===== src/rtl/counter_updown_pkg.sv =====
// Shared types and elaboration helpers for the modulo up/down counter.
// Imported by the step calculator and the counter top level.
package counter_updown_pkg;

  typedef enum logic {
    DIR_DOWN = 1'b0,
    DIR_UP   = 1'b1
  } count_dir_t;

  // Bits needed to hold MOD_MAX+1; the datapath is one bit wider than count for this reason.
  function automatic int modulus_width(input longint mod_max);
    return $clog2(mod_max + 64'sd2);
  endfunction

  function automatic bit params_ok(input int count_width, input longint mod_max,
                                   input longint rst_value);
    bit ok;
    ok = 1'b1;
    if (count_width < 32'sd1 || count_width > 32'sd31) begin
      ok = 1'b0;
    end else if (mod_max < 64'sd1 || mod_max > ((64'sd1 <<< count_width) - 64'sd1)) begin
      ok = 1'b0;
    end else if (rst_value < 64'sd0 || rst_value > mod_max) begin
      ok = 1'b0;
    end else if (modulus_width(mod_max) > count_width + 32'sd1) begin
      ok = 1'b0;
    end else begin
      ok = 1'b1;
    end
    return ok;
  endfunction

endpackage


===== src/rtl/counter_updown_if.sv =====
// Control and status bundle of the up/down counter; master drives the
// controls, slave (the counter) returns count and boundary status.
interface counter_updown_if #(
  parameter int COUNT_WIDTH = 8
);

  logic                   en;
  logic                   clr;
  logic                   load;
  logic [COUNT_WIDTH-1:0] load_value;
  logic                   up;
  logic [COUNT_WIDTH-1:0] step;
  logic [COUNT_WIDTH-1:0] count;
  logic                   wrap;
  logic                   sat_hit;
  logic                   at_max;
  logic                   at_min;

  modport master (
    output en, clr, load, load_value, up, step,
    input  count, wrap, sat_hit, at_max, at_min
  );

  modport slave (
    input  en, clr, load, load_value, up, step,
    output count, wrap, sat_hit, at_max, at_min
  );

endinterface


===== src/rtl/counter_updown_step_calc.sv =====
// Combinational next-count computation for one enabled step, including
// step clamping and the wrap/saturate boundary decision.
module counter_updown_step_calc
  import counter_updown_pkg::*;
#(
  parameter int COUNT_WIDTH = 8,
  parameter int MOD_MAX     = (32'sd1 <<< COUNT_WIDTH) - 32'sd1,
  parameter int SATURATE    = 0
) (
  input  logic [COUNT_WIDTH-1:0] count,
  input  logic [COUNT_WIDTH-1:0] step,
  input  logic                   up,
  output logic [COUNT_WIDTH-1:0] next_count,
  output logic                   crossed
);

  localparam int AW = COUNT_WIDTH + 1;
  localparam logic [AW-1:0] MAX_A     = AW'(MOD_MAX);
  localparam logic [AW-1:0] MODULUS_A = AW'(longint'(MOD_MAX) + 64'sd1);
  localparam logic          SAT_MODE  = (SATURATE != 0) ? 1'b1 : 1'b0;

  count_dir_t              dir_s;
  logic       [AW-1:0]     count_a_s;
  logic       [AW-1:0]     step_eff_s;
  logic       [AW-1:0]     sum_s;

  assign dir_s      = count_dir_t'(up);
  assign count_a_s  = {1'b0, count};
  assign step_eff_s = ({1'b0, step} > MAX_A) ? MAX_A : {1'b0, step};
  assign sum_s      = count_a_s + step_eff_s;

  // Next value and boundary-crossing flag for the selected direction.
  always_comb begin
    next_count = count;
    crossed    = 1'b0;
    case (dir_s)
      DIR_UP: begin
        if (sum_s > MAX_A) begin
          crossed = 1'b1;
          if (SAT_MODE) begin
            next_count = COUNT_WIDTH'(MAX_A);
          end else begin
            next_count = COUNT_WIDTH'(sum_s - MODULUS_A);
          end
        end else begin
          next_count = COUNT_WIDTH'(sum_s);
        end
      end
      DIR_DOWN: begin
        // Adding the modulus before subtracting keeps the wrapped result non-negative.
        if (step_eff_s > count_a_s) begin
          crossed = 1'b1;
          if (SAT_MODE) begin
            next_count = {COUNT_WIDTH{1'b0}};
          end else begin
            next_count = COUNT_WIDTH'(count_a_s + MODULUS_A - step_eff_s);
          end
        end else begin
          next_count = COUNT_WIDTH'(count_a_s - step_eff_s);
        end
      end
      default: begin
        next_count = count;
        crossed    = 1'b0;
      end
    endcase
  end

endmodule


===== src/rtl/counter_updown.sv =====
// Modulo up/down counter with load, clear, programmable step and
// wrap-or-saturate behaviour; registered count and boundary pulses.
module counter_updown
  import counter_updown_pkg::*;
#(
  parameter int COUNT_WIDTH = 8,
  parameter int MOD_MAX     = (32'sd1 <<< COUNT_WIDTH) - 32'sd1,
  parameter int SATURATE    = 0,
  parameter int RST_VALUE   = 0
) (
  input  logic             clk,
  input  logic             rst_n,
  counter_updown_if.slave  bus
);

  if (!params_ok(COUNT_WIDTH, longint'(MOD_MAX), longint'(RST_VALUE))) begin : g_param_err
    $error("counter_updown: illegal COUNT_WIDTH/MOD_MAX/RST_VALUE combination");
  end

  localparam logic [COUNT_WIDTH-1:0] MAX_W    = COUNT_WIDTH'(MOD_MAX);
  localparam logic [COUNT_WIDTH-1:0] RST_W    = COUNT_WIDTH'(RST_VALUE);
  localparam logic                   SAT_MODE = (SATURATE != 0) ? 1'b1 : 1'b0;

  logic [COUNT_WIDTH-1:0] count_r;
  logic                   wrap_r;
  logic                   sat_hit_r;
  logic [COUNT_WIDTH-1:0] next_s;
  logic                   crossed_s;
  logic [COUNT_WIDTH-1:0] load_clamp_s;

  counter_updown_step_calc #(
    .COUNT_WIDTH (COUNT_WIDTH),
    .MOD_MAX     (MOD_MAX),
    .SATURATE    (SATURATE)
  ) u_step_calc (
    .count      (count_r),
    .step       (bus.step),
    .up         (bus.up),
    .next_count (next_s),
    .crossed    (crossed_s)
  );

  assign load_clamp_s = (bus.load_value > MAX_W) ? MAX_W : bus.load_value;

  // Count register and boundary pulses; reset, clear, load and step in priority order.
  always_ff @(posedge clk) begin
    if (!rst_n) begin
      count_r   <= RST_W;
      wrap_r    <= 1'b0;
      sat_hit_r <= 1'b0;
    end else if (bus.clr) begin
      count_r   <= {COUNT_WIDTH{1'b0}};
      wrap_r    <= 1'b0;
      sat_hit_r <= 1'b0;
    end else if (bus.load) begin
      count_r   <= load_clamp_s;
      wrap_r    <= 1'b0;
      sat_hit_r <= 1'b0;
    end else if (bus.en) begin
      // Only the pulse belonging to the configured mode can ever be set.
      count_r   <= next_s;
      wrap_r    <= crossed_s & ~SAT_MODE;
      sat_hit_r <= crossed_s & SAT_MODE;
    end else begin
      count_r   <= count_r;
      wrap_r    <= 1'b0;
      sat_hit_r <= 1'b0;
    end
  end

  assign bus.count   = count_r;
  assign bus.wrap    = wrap_r;
  assign bus.sat_hit = sat_hit_r;
  assign bus.at_max  = (count_r == MAX_W);
  assign bus.at_min  = (count_r == {COUNT_WIDTH{1'b0}});

endmodule


===== src/flat_wrapper.sv =====
// flat-port wrapper written by rule: the top's interface ports become plain ports
module counter_updown_flat import counter_updown_pkg::*;
#(
  parameter int COUNT_WIDTH = 8,
  parameter int MOD_MAX     = (32'sd1 <<< COUNT_WIDTH) - 32'sd1,
  parameter int SATURATE    = 0,
  parameter int RST_VALUE   = 0
)
  (clk, rst_n, bus_en, bus_clr, bus_load, bus_load_value, bus_up, bus_step, bus_count, bus_wrap, bus_sat_hit, bus_at_max, bus_at_min);
  counter_updown_if #(.COUNT_WIDTH(COUNT_WIDTH)) bus_i ();
  input  logic clk;
  input  logic rst_n;
  input wire logic [$bits(bus_i.en)-1:0] bus_en;
  input wire logic [$bits(bus_i.clr)-1:0] bus_clr;
  input wire logic [$bits(bus_i.load)-1:0] bus_load;
  input wire logic [$bits(bus_i.load_value)-1:0] bus_load_value;
  input wire logic [$bits(bus_i.up)-1:0] bus_up;
  input wire logic [$bits(bus_i.step)-1:0] bus_step;
  output wire logic [$bits(bus_i.count)-1:0] bus_count;
  output wire logic [$bits(bus_i.wrap)-1:0] bus_wrap;
  output wire logic [$bits(bus_i.sat_hit)-1:0] bus_sat_hit;
  output wire logic [$bits(bus_i.at_max)-1:0] bus_at_max;
  output wire logic [$bits(bus_i.at_min)-1:0] bus_at_min;
  assign bus_i.en = bus_en;
  assign bus_i.clr = bus_clr;
  assign bus_i.load = bus_load;
  assign bus_i.load_value = bus_load_value;
  assign bus_i.up = bus_up;
  assign bus_i.step = bus_step;
  assign bus_count = bus_i.count;
  assign bus_wrap = bus_i.wrap;
  assign bus_sat_hit = bus_i.sat_hit;
  assign bus_at_max = bus_i.at_max;
  assign bus_at_min = bus_i.at_min;
  counter_updown #(.COUNT_WIDTH(COUNT_WIDTH), .MOD_MAX(MOD_MAX), .SATURATE(SATURATE), .RST_VALUE(RST_VALUE)) u_core (.clk(clk), .rst_n(rst_n), .bus(bus_i));
endmodule

===== config.mk =====
export PLATFORM = sky130hd
export DESIGN_NAME = counter_updown_flat
export DESIGN_NICKNAME = d
export VERILOG_FILES = /design/src/rtl/counter_updown_pkg.sv /design/src/rtl/counter_updown_if.sv /design/src/rtl/counter_updown_step_calc.sv /design/src/rtl/counter_updown.sv /design/src/flat_wrapper.sv
export SDC_FILE = /design/constraint.sdc
export NUM_CORES = 1
export LEC_CHECK = 0
export ABC_AREA = 1
export CELL_PAD_IN_SITES_DETAIL_PLACEMENT = 1
export CELL_PAD_IN_SITES_GLOBAL_PLACEMENT = 1
export CORE_MARGIN = 2
export CORE_UTILIZATION = 32
export CTS_CLUSTER_SIZE = 30
export DETAILED_ROUTE_END_ITERATION = 6
export PLACE_DENSITY = 0.78
export SLEW_MARGIN = 20
export SYNTH_ARGS = -nofsm -noshare
export SYNTH_HDL_FRONTEND = slang
export SYNTH_SLANG_ARGS = --single-unit

===== constraint.sdc =====
create_clock -name clk -period 2.05 [get_ports clk]
set_clock_uncertainty 0.1 [all_clocks]
set_input_delay 0.41 -clock clk [delete_from_list [all_inputs] [get_ports clk]]
set_output_delay 0.41 -clock clk [all_outputs]
set_load 0.05 [all_outputs]

==> impl_metrics.ini <==
[synth]
synth_top_cell_area_share_pct = 17.6
syn_avg_cell_area_um2 = 6.28
yosys_warnings = 0
synth.distinct_cells = 26
ys_seq_area_share_pct = 15.9
synth_area_leaders = ha_1 18%, dfxtp_1 16%, nand2_1 16%, inv_1 9.9%, a21oi_1 6.2%
ys_seq_elements = 9
synthesis.area_um2 = 1140
synth_nets = 221
synth_largest_area_cell = ha_1
synth_cells = 181

[routing]
viasPerCell = 4.92
drc = 0
routed_wl_mm = 3.91
final_antenna_net_count = 0
via_count = 1348
firstDrtPassIters = 4
post_drt_wl_per_cell_um = 14.3
drt_iter0_markers = 34

[die]
core_um2 = 3360
rows = 21
die_h_um = 63.6
dieArea_um2 = 4040
ios = 34
initial_core_util_pct = 33.8
die_w_um = 63.6

[grt]
antenna_found_initial = 0
grtUsageTotal_pct = 20.8
grt_pass1_wl_mm = 6.73
grt_use_met1_pct = 25.5
grtUsageMet2_pct = 39.9
grtUsageMet3_pct = 0.893
grt_busiest_layer = met2
grt_start_max_net_pins = 9
first_global_vias = 1510
grt.overflow.total = 0

[finish]
fin_nets = 269
syn_to_final_growth_pct = 55.6
num_antenna_cells = 0
layout_commonest_cell = nand2_1
drive_above_1_share_pct = 26.3
final_cell_mix = 47 x nand2_1, 27 x inv_1, 21 x clkdlybuf4s50_1, 21 x buf_4, 12 x a21oi_1
layout.cells.non_filler = 274

[cts]
htreeDepth = 1
cts_buffers = 3
hold_buffers = 0
clk_pin_slew_ns = 0.07
root_buffer = clkbuf_4
clock_path_buffers = 2
cts_tree = done
cts.sinks = 9
worst_skew_pair.late_latency_ns = 0.26

[power]
finalPower_mw = 0.693
power_density_nw_per_um2 = 392
power.leakage_nw = 0.877
ir_drop_mv = 0.256

[placement]
post-place-ws_ns = -0.356
gp_congestion = 0.827
dpl.hpwl_mm = 3.19
dpl.cell_count = 268
io_buffers = 32

[timing]
setup_viol_count_final = 0
timing.slew.headroom_pct = 66.4
fin_hold_ws_ns = 0.441
fmax_mhz = 491
hold_viol_final = 0
rsz0062_at_grt = true
fin_ws_ns = 0.0146
maxSlewViolCount = 0
period_needed_ns = 2.04
period_share_pct = 99.3
worst_pin_slew_ns = 0.503

[setup_path]
cp.required_ns = 1.54
critPathLaunchType = flop
cp-end-kind = output pin
arrival_ns = 1.53
crit_path_max_fanout = 6
crit_type = reg -> out

[min_path]
min_path_type = reg -> reg

[flow_run]
max-cap-violations = 0

[run_status]
status = completed
repair_timing:
| item | CTS | global route |
|---|---|---|
| pin swaps | 5 | 5 |
| resized for setup | 14 | 13 |
| buffers inserted | 1 | 1 |
| endpoints found under the setup margin | 6 | 6 |
logic make-up (layout without fill, tap and decap cells):
family                   after synthesis  after routing  share of synthesized area [%]
AO/OA/AOI/OAI                         32             32                           17.0
flip-flops                             9              9                           15.9
buffers and inverters                 36             83                           12.8
AND/OR/NAND/NOR                       84             84                           32.2
XOR/XNOR                               1              1                          0.771
adder cells (fa/ha/maj)               18             18                           21.1
other                                  1              1                          0.330
where the power goes:
| part | internal [mW] | switching (mW) | leakage, nW | total, mW |
|---|---|---|---|---|
| Clock | 0.0751 | 0.0645 | 0.0150 | 0.140 |
| Combinational | 0.161 | 0.196 | 0.785 | 0.357 |
| Sequential | 0.183 | 0.0136 | 0.0764 | 0.196 |
metal layers:
metal	share of wire, %	vias up
met5	0	-
met4	0.43	0
met3	2.9	2
met2	51	31
met1	45	636
li1	-	679
registers in the layout, indices dropped and copies added (netlist names):
signal	cells
u_core.bus.wrap	1
u_core.bus.count	8
worst max-delay path, cell delays in order, from the launching register on:
cell and delay [ns]:
dfxtp_2 0.37, or4_4 0.50, nor4_4 0.21, buf_12 0.18
metrics by stage:
| stage | util (%) | setup TNS [ns] | area [um^2] |
|---|---|---|---|
| after detailed placement | 48.3 | -2.09 | 1620 |
| after CTS | 50.7 | -0.0223 | 1710 |
| after global placement | 48.3 | -1.64 | 1620 |
| after global routing | 52.6 | -0.109 | 1770 |
| final | 52.6 | 0 | 1770 |
| after floorplan | - | -0.0386 | 1170 |
path summary, 6_finish.rpt:
kind / startpoint / end / slack (ns) / cells after the start
max: u_core.bus.count[4]$_SDFFE_PP0P_ / bus_at_min / 0.01 / 3
min: u_core.bus.count[2]$_SDFFE_PP0P_ / u_core.bus.count[2]$_SDFFE_PP0P_ / 0.44 / 2
max reg2reg: u_core.bus.count[0]$_SDFFE_PP0P_ / u_core.bus.count[4]$_SDFFE_PP0P_ / 0.15 / 10
min reg2reg: u_core.bus.count[2]$_SDFFE_PP0P_ / u_core.bus.count[2]$_SDFFE_PP0P_ / 0.44 / 2
final cells by class:
cell class / instances / area, um^2
clock buffer: 4 / 26.3
fill: 476 / 1600
inverter: 32 / 120
multi-input combinational: 136 / 936
sequential: 9 / 190
tap: 46 / 57.6
timing repair buffer: 47 / 438
synthesized netlist by cell type (all sizes together):
cell type	number
nand2	49
inv	32
a21oi	16
ha	16
nand3	13
nor2	11
dfxtp	9
o21ai	8
a22oi	6
nand4	5
buf	4
a31oi	2
fa	2
nand3b	2
and2	1
conb	1
nor4	1
or2	1
or4	1
xor2	1
Power figures use the tool's default switching activity.
